[src/rtl/config_loader_pkg.sv]
// -----------------------------------------------------------------------------
// config_loader_pkg
//   Shared definitions for the configuration-chain loader.
//   - state_t : FSM state encoding (IDLE, LOAD, SHIFT, DONE)
//   - cnt_w() : width of a counter that must hold 0..chain_len inclusive
// -----------------------------------------------------------------------------
package config_loader_pkg;

    typedef enum logic [1:0] {
        IDLE  = 2'd0,
        LOAD  = 2'd1,
        SHIFT = 2'd2,
        DONE  = 2'd3
    } state_t;

    // Counter width able to represent chain_len itself, since the bit counter
    // steps one past the last bit index on the final shift.
    function automatic int cnt_w(input int chain_len);
        return $clog2(chain_len + 1);
    endfunction

    localparam int DEFAULT_CHAIN_LEN = 8;
    localparam int DEFAULT_CNT_W     = cnt_w(DEFAULT_CHAIN_LEN);

endpackage

[src/rtl/config_loader.sv]
// -----------------------------------------------------------------------------
// config_loader
//   Accepts bitstream words from a host and shifts them LSB-first into a
//   serial configuration chain of CHAIN_LEN bits.
//
// Parameters
//   WORD_W    : width of one host word
//   CHAIN_LEN : total number of config bits in the downstream chain
//
// Ports
//   config_clk   in  : clock, rising edge
//   config_reset in  : asynchronous active-high reset
//   start        in  : one-cycle request to begin a load (honoured only in IDLE)
//   abort        in  : synchronous cancel, highest priority
//   word_in      in  : next bitstream word
//   word_valid   in  : word_in is valid
//   word_ready   out : loader accepts word_in this cycle
//   cfg_sout     out : serial data to the chain's config_in
//   cfg_shift_en out : chain shifts this cycle
//   busy         out : load in progress (LOAD or SHIFT)
//   done         out : one-cycle pulse on load completion
// -----------------------------------------------------------------------------
module config_loader
    import config_loader_pkg::*;
#(
    parameter int WORD_W    = 32,
    parameter int CHAIN_LEN = 8
) (
    input  logic              config_clk,
    input  logic              config_reset,
    input  logic              start,
    input  logic              abort,
    input  logic [WORD_W-1:0] word_in,
    input  logic              word_valid,
    output logic              word_ready,
    output logic              cfg_sout,
    output logic              cfg_shift_en,
    output logic              busy,
    output logic              done
);

    localparam int CNT_W = cnt_w(CHAIN_LEN);
    localparam int WB_W  = (WORD_W > 1) ? $clog2(WORD_W) : 1;

    localparam logic [CNT_W-1:0] LAST_BIT  = CNT_W'(CHAIN_LEN - 1);
    localparam logic [WB_W-1:0]  LAST_WBIT = WB_W'(WORD_W - 1);

    state_t            state, state_nx;
    logic [WORD_W-1:0] shreg, shreg_nx;
    logic [CNT_W-1:0]  bit_cnt, bit_cnt_nx;   // global stream bit index
    logic [WB_W-1:0]   wbit_cnt, wbit_cnt_nx; // bit index inside current word

    // NOTE: state registers use non-blocking assignments so every flop samples
    // the pre-edge value of its inputs regardless of statement order.
    always_ff @(posedge config_clk or posedge config_reset) begin
        if (config_reset) begin
            state    <= IDLE;
            shreg    <= '0;
            bit_cnt  <= '0;
            wbit_cnt <= '0;
        end else begin
            state    <= state_nx;
            shreg    <= shreg_nx;
            bit_cnt  <= bit_cnt_nx;
            wbit_cnt <= wbit_cnt_nx;
        end
    end

    // NOTE: every signal written here gets a default first, so no path through
    // the case statement can leave one unassigned and infer a latch.
    always_comb begin
        state_nx     = state;
        shreg_nx     = shreg;
        bit_cnt_nx   = bit_cnt;
        wbit_cnt_nx  = wbit_cnt;
        word_ready   = 1'b0;
        cfg_sout     = 1'b0;
        cfg_shift_en = 1'b0;
        busy         = 1'b0;
        done         = 1'b0;

        unique case (state)
            IDLE: begin
                bit_cnt_nx  = '0;
                wbit_cnt_nx = '0;
                if (start) begin
                    state_nx = LOAD;
                end
            end

            LOAD: begin
                word_ready = 1'b1;
                busy       = 1'b1;
                if (word_valid) begin
                    shreg_nx    = word_in;
                    wbit_cnt_nx = '0;
                    state_nx    = SHIFT;
                end
            end

            SHIFT: begin
                busy         = 1'b1;
                cfg_shift_en = 1'b1;
                cfg_sout     = shreg[0];
                shreg_nx     = shreg >> 1;
                bit_cnt_nx   = bit_cnt + 1'b1;
                wbit_cnt_nx  = wbit_cnt + 1'b1;
                // Chain end wins over word end, so unused upper bits of a
                // partial last word are never shifted out.
                if (bit_cnt == LAST_BIT) begin
                    state_nx = DONE;
                end else if (wbit_cnt == LAST_WBIT) begin
                    state_nx = LOAD;
                end
            end

            DONE: begin
                done        = 1'b1;
                bit_cnt_nx  = '0;
                wbit_cnt_nx = '0;
                state_nx    = IDLE;
            end

            default: begin
                state_nx = IDLE;
            end
        endcase

        // Abort overrides everything; a word offered in the same cycle is
        // dropped by keeping the shift register unchanged.
        if (abort) begin
            state_nx    = IDLE;
            shreg_nx    = shreg;
            bit_cnt_nx  = '0;
            wbit_cnt_nx = '0;
        end
    end

endmodule
[config.mk]
export PLATFORM = sky130hd
export DESIGN_NAME = config_loader
export DESIGN_NICKNAME = d
export VERILOG_FILES = /design/src/rtl/config_loader_pkg.sv /design/src/rtl/config_loader.sv
export SDC_FILE = /design/constraint.sdc
export NUM_CORES = 1
export LEC_CHECK = 0
export BUFFER_PORTS_ARGS = -buffer_cell sky130_fd_sc_hd__buf_2
export CAP_MARGIN = 5
export CORE_MARGIN = 2
export CORE_UTILIZATION = 30
export DETAILED_ROUTE_END_ITERATION = 12
export GPL_ROUTABILITY_DRIVEN = 1
export GPL_TIMING_DRIVEN = 0
export PLACE_DENSITY = 0.53
export SYNTH_ARGS = -nofsm -noshare
export SYNTH_HDL_FRONTEND = slang
export SYNTH_SLANG_ARGS = --single-unit
[constraint.sdc]
create_clock -name config_clk -period 3.25 [get_ports config_clk]
set_clock_uncertainty 0.05 [all_clocks]
set_input_delay 0.4875 -clock config_clk [delete_from_list [all_inputs] [get_ports config_clk]]
set_output_delay 0.4875 -clock config_clk [all_outputs]
set_load 0.05 [all_outputs]
## Word level (Yosys, flattened, before mapping)

Cells that the tools add are included.

| operators by class | value |
|---|---|
| add/subtract/negate cells | 2 |
| equality and inequality tests | 9 |
| multiplexer cells | 18 |
| bitwise operators | 1 |
| reductions and logical operators | 7 |

Operator list:

| kind | count |
|---|---|
| 32-bit one-hot mux with 2 select lines | 1 |
| 32-bit two-way mux | 1 |
| 5-bit one-hot mux with 3 select lines | 1 |
| 2-bit two-way mux | 5 |
| 5-bit two-way mux | 2 |
| 2-bit one-hot mux with 4 select lines | 1 |
| 4-bit one-hot mux with 2 select lines | 1 |
| 3-bit != test, second input constant | 2 |
| 3-bit AND reduction | 2 |
| 5-bit by 1-bit adder with 5-bit output, second input constant | 1 |
| 5-bit == test, second input constant | 1 |
| 1-bit two-way mux | 5 |
| 4-bit by 1-bit adder with 4-bit output, second input constant | 1 |
| 2-bit == test, second input constant | 2 |
| 4-bit by 3-bit == test with 1-bit output, second input constant | 1 |
| 4-bit two-way mux | 1 |
| 4-bit != test, second input constant | 1 |
| 2-bit OR reduction | 2 |
| 3-bit nonzero test | 1 |
| 2-bit by 1-bit == test with 1-bit output, second input constant | 1 |
| 2-bit logical NOT | 1 |
| 2-bit != test, second input constant | 1 |
| 2-bit nonzero test | 1 |
| 1-bit inverter | 1 |

| word-level totals | value |
|---|---|
| register bits after elaboration | 43 |
| bits of input ports | 37 |
| logic and storage cells | 41 |

## Depth between registers and ports, before layout

| depth | value |
|---|---|
| depth after elaboration | 5 |
| depth in mapped cells | 7 |
| gate-level depth less buffers | 7 |

## Worst setup path after synthesis

Ideal clock, no wire load.

| timing | value |
|---|---|
| kind | register -> output |
| start point | reg state[0] |
| end point | out cfg_sout |
| arrival | 1.873 ns |
| required time | 2.712 ns |
| path slack | 0.840 ns |
| cell stages (with the launch flop) | 6 |
| buffers on the path | 2 |
| cells stage by stage | dfrtp_1 inv_1 ha_1 buf_2 buf_2 and2_1 |

| on the way | value |
|---|---|
| word-level cells in the longest chain between the ends | 2 |

Ends and longest elaborated chain:

| what | line | source |
|---|---|---|
| start: declaration | config_loader.sv:48 | `state_t state, state_nx;` |
| start signal: assignment | config_loader.sv:62 | `state <= state_nx;` |
| 2-bit == test | config_loader.sv:82 | `unique case (state)` |
| 1-bit two-way mux | config_loader.sv:82 |  |
| end: declaration | config_loader.sv:36 | `output logic cfg_sout,` |

Every way passes these cells.

## Final worst setup path

Same ends and word-level chain as after synthesis.

==> reports/qor.csv <==
stage;metric;value;unit
sta;post-route clock period utilization;75.47;%
setup_path;crit start category;flop;
detailed_routing;Via-to-Cell Ratio;4.543;
clock_tree;H-tree Lvls;2;
logic_synthesis;Primary FF master, synth;dfrtp_1;
detailed_routing;# DRC;0;
global_route;initial antenna violation count;0;
global_route;gr ovfl total;0;
clock_tree;Clock Latency Late Sink;0.29;ns
logic_synthesis;syn nets;253;
worst_hold_path;Hold WC Path Type;in2async;
logic_synthesis;cell with the most instances after synthesis;dfrtp_1;
sta;Setup-failing EPs final;0;
layout;Syn-to-layout area delta;19.48;%
placement;post-placement cell count;346;
placement;GP Congestion;0.7352;
logic_synthesis;Mapped Cells;209;
floorplanning;core region area;6832;um^2
sta;post-route minimum period;2.453;ns
global_route;first-pass GRT wire length;7.479;mm
logic_synthesis;async set-reset flop share out of synthesis;100.0;%
pwr;clock share of power;16.8;%
placement;DP HPWL;3.162;mm
setup_path;CP required;2.71;ns
pwr;Switch Pwr;0.0007361;W
logic_synthesis;post-synth top area cell;dfrtp_1;
sta;post-route setup TNS;0;ns
setup_path;Worst Path Arrival;1.92;ns
logic_synthesis;EDFF count, synth;0;
detailed_routing;Antenna Nets Post-Route;0;
global_route;largest net degree at the start of global routing;37;
logic_synthesis;Post-synth top cells;43 x dfrtp_1, 38 x nand2_1, 34 x o21ai_0, 32 x mux2i_1, 8 x buf_2;
floorplanning;Die Width;88.06;um
logic_synthesis;Distinct cells, synth;28;
layout;Final #Nets;301;
status;status;completed;
pwr;Power Internal;0.001156;W
sta;Final Hold Viols;0;
pwr;Max rail drop VDD;0.0002630;V
floorplanning;Die ar.;7754;um^2
detailed_routing;vias;1599;
layout;Post-Layout Cell Count;352;
clock_tree;TritonCTS clock tree;built;
sta;Final Max Tran Viols;0;
clock_tree;Reg clk slew, reported paths;0.08;ns
pwr;Total Power;0.001892;W
setup_path;WS Path Type;reg2out;
sta;RSZ-0062 raised after global routing;no;
sta;Max Clock Freq;407.7;MHz
pwr;sw frac;38.91;%
placement;Port Buffers;40;
pwr;pwr/cell area;747.1;nW/um^2
floorplanning;row count;30;
logic_synthesis;mean area per synthesized cell;10.14;um^2
floorplanning;die height;88.06;um
clock_tree;cts bufs inserted;5;
detailed_routing;TritonRoute pass-1 iters;4;
global_route;GRT Total Usage;12.51;%
pwr;logic gate share of total power;38.7;%
clock_tree;clock sink count;43;
floorplanning;I/O Pins;42;
logic_synthesis;Yosys reg bits;43;
detailed_routing;WL final;4.464;mm
pwr;LEAKAGE;1.160;nW
logic_synthesis;area share of the largest cell type after synthesis;50.77;%
clock_tree;CTS Hold Bufs;0;
detailed_routing;starting DRC count in detailed routing;66;
logic_synthesis;Synth warnings;0;
clock_tree;post-CTS setup buffer count;0;
sta;Slew HR;69.92;%
logic_synthesis;Post-Syn Area;2120;um^2
sta;worst slew pin tran;0.4512;ns
setup_path;crit-path max FO;10;
logic_synthesis;sequential share of the synthesized area;50.77;%
layout;share of layout cells above drive strength 1;23.05;%
clock_tree;post-CTS sizing;0;
logic_synthesis;top post-synthesis cells by area;dfrtp_1 51%, mux2i_1 15%, o21ai_0 8.0%;
sta;worst hold-check slack;0.04189;ns
clock_tree;Clock Path Buffers;2;
clock_tree;root buf cell;clkbuf_8;
pwr;sequential power share;44.5;%
detailed_routing;Routed WL per cell;12.68;um
floorplanning;initial core utilization;31.03;%
layout;antenna cells;0;
global_route;number of global-route vias before repair;1629;
setup_path;crit end category;output pin;
run;maxcap violations;0;
## per-layer routing
metal / part of all wire, % / GRT usage, % / vias to the layer above
met3: 5.4 / 3.487 / 8
met4: 1.5 / 4.959 / 0
met1: 50 / 16.90 / 753
met5: 0 / 0 / -
met2: 43 / 19.08 / 36
li1: - / - / 802
## power groups by stage
stage / clock, W / combinational (W) / sequential [W]
final: 0.000317 / 0.000733 / 0.000842
after global routing: 0.000351 / 0.000840 / 0.000868
after CTS: 0.000332 / 0.000750 / 0.000843
after detailed placement: 0 / 0.000749 / 0.000853
after global placement: 0 / 0.000730 / 0.000849
after floorplan: 0 / 0.000584 / 0.000824
## area by class of cell
type / instances / area (um^2)
repair buffers: 41 / 220.2
inverters: 5 / 18.77
multi-input cells: 148 / 954.7
flip-flops and latches: 43 / 1076
fillers: 738 / 4299
plain buffers: 13 / 70.07
well taps: 96 / 120.1
clock buffers: 6 / 72.57
## per-stage QoR
stage / util [%] / area (um^2) / worst slack [ns]
after floorplan: - / 2120 / 0.8397
after global placement: 35.71 / 2440 / 1.019
after detailed placement: 36.01 / 2460 / 1.079
after CTS: 37.07 / 2532 / 0.7439
after global routing: 37.07 / 2532 / 0.6243
final: 37.07 / 2532 / 0.7972
## worst max-delay path: stages, from the launching register on
cell and delay [ns]:
dfrtp_1 0.44, inv_1 0.10, ha_1 0.15, buf_2 0.22, buf_2 0.29, and2_1 0.16
buf_2 0.25
## layout by cell type, fill, tap and decap left out, types with 2 or more instances in the layout
| master | synthesis | final |
|---|---|---|
| ha_1 | 7 | 7 |
| nor2_1 | 6 | 6 |
| dfrtp_1 | 43 | 43 |
| nand2b_1 | 2 | 2 |
| buf_2 | 8 | 48 |
| mux2i_1 | 32 | 32 |
| nand3_1 | 3 | 3 |
| inv_1 | 5 | 4 |
| clkbuf_1 | 3 | 4 |
| and2_1 | 2 | 2 |
| a21oi_1 | 5 | 5 |
| nor3_1 | 3 | 3 |
| nor2b_1 | 3 | 3 |
| nor3b_1 | 2 | 2 |
| clkbuf_8 | 0 | 5 |
| xor2_1 | 2 | 2 |
| o21ai_0 | 34 | 34 |
| nand2_1 | 38 | 38 |
## path summary, 6_finish.rpt
check / startpoint / end / slack (ns) / depth (start not counted)
setup / recovery: state[0] / cfg_sout / 0.80 / 6
hold / removal: config_reset / wbit_cnt[4] / 0.04 / 2
setup reg to reg: wbit_cnt[0] / state[1] / 1.48 / 7
hold reg to reg: shreg[0] / shreg[0] / 0.43 / 2
max in group asynchronous: config_reset / shreg[15] / 2.66 / 3
min in group config_clk: abort / wbit_cnt[2] / 0.40 / 2
## state kept, by name (all words and copies together) (netlist names)
signal / flops
bit_cnt: 4
state: 2
shreg: 32
wbit_cnt: 5
## cells by family (layout without fill, tap and decap cells)
| group | count (synthesis) | in the layout | synth area share, % |
|---|---|---|---|
| AND/OR/NAND/NOR | 64 | 64 | 13.81 |
| flip-flops | 43 | 43 | 50.77 |
| AO/OA/AOI/OAI | 42 | 42 | 10.74 |
| multiplexers | 32 | 32 | 15.11 |
| buffers and inverters | 18 | 65 | 4.191 |
| adder cells (fa/ha/maj) | 7 | 7 | 4.132 |
| XOR/XNOR | 3 | 3 | 1.240 |
Power figures use the tool's default switching activity.
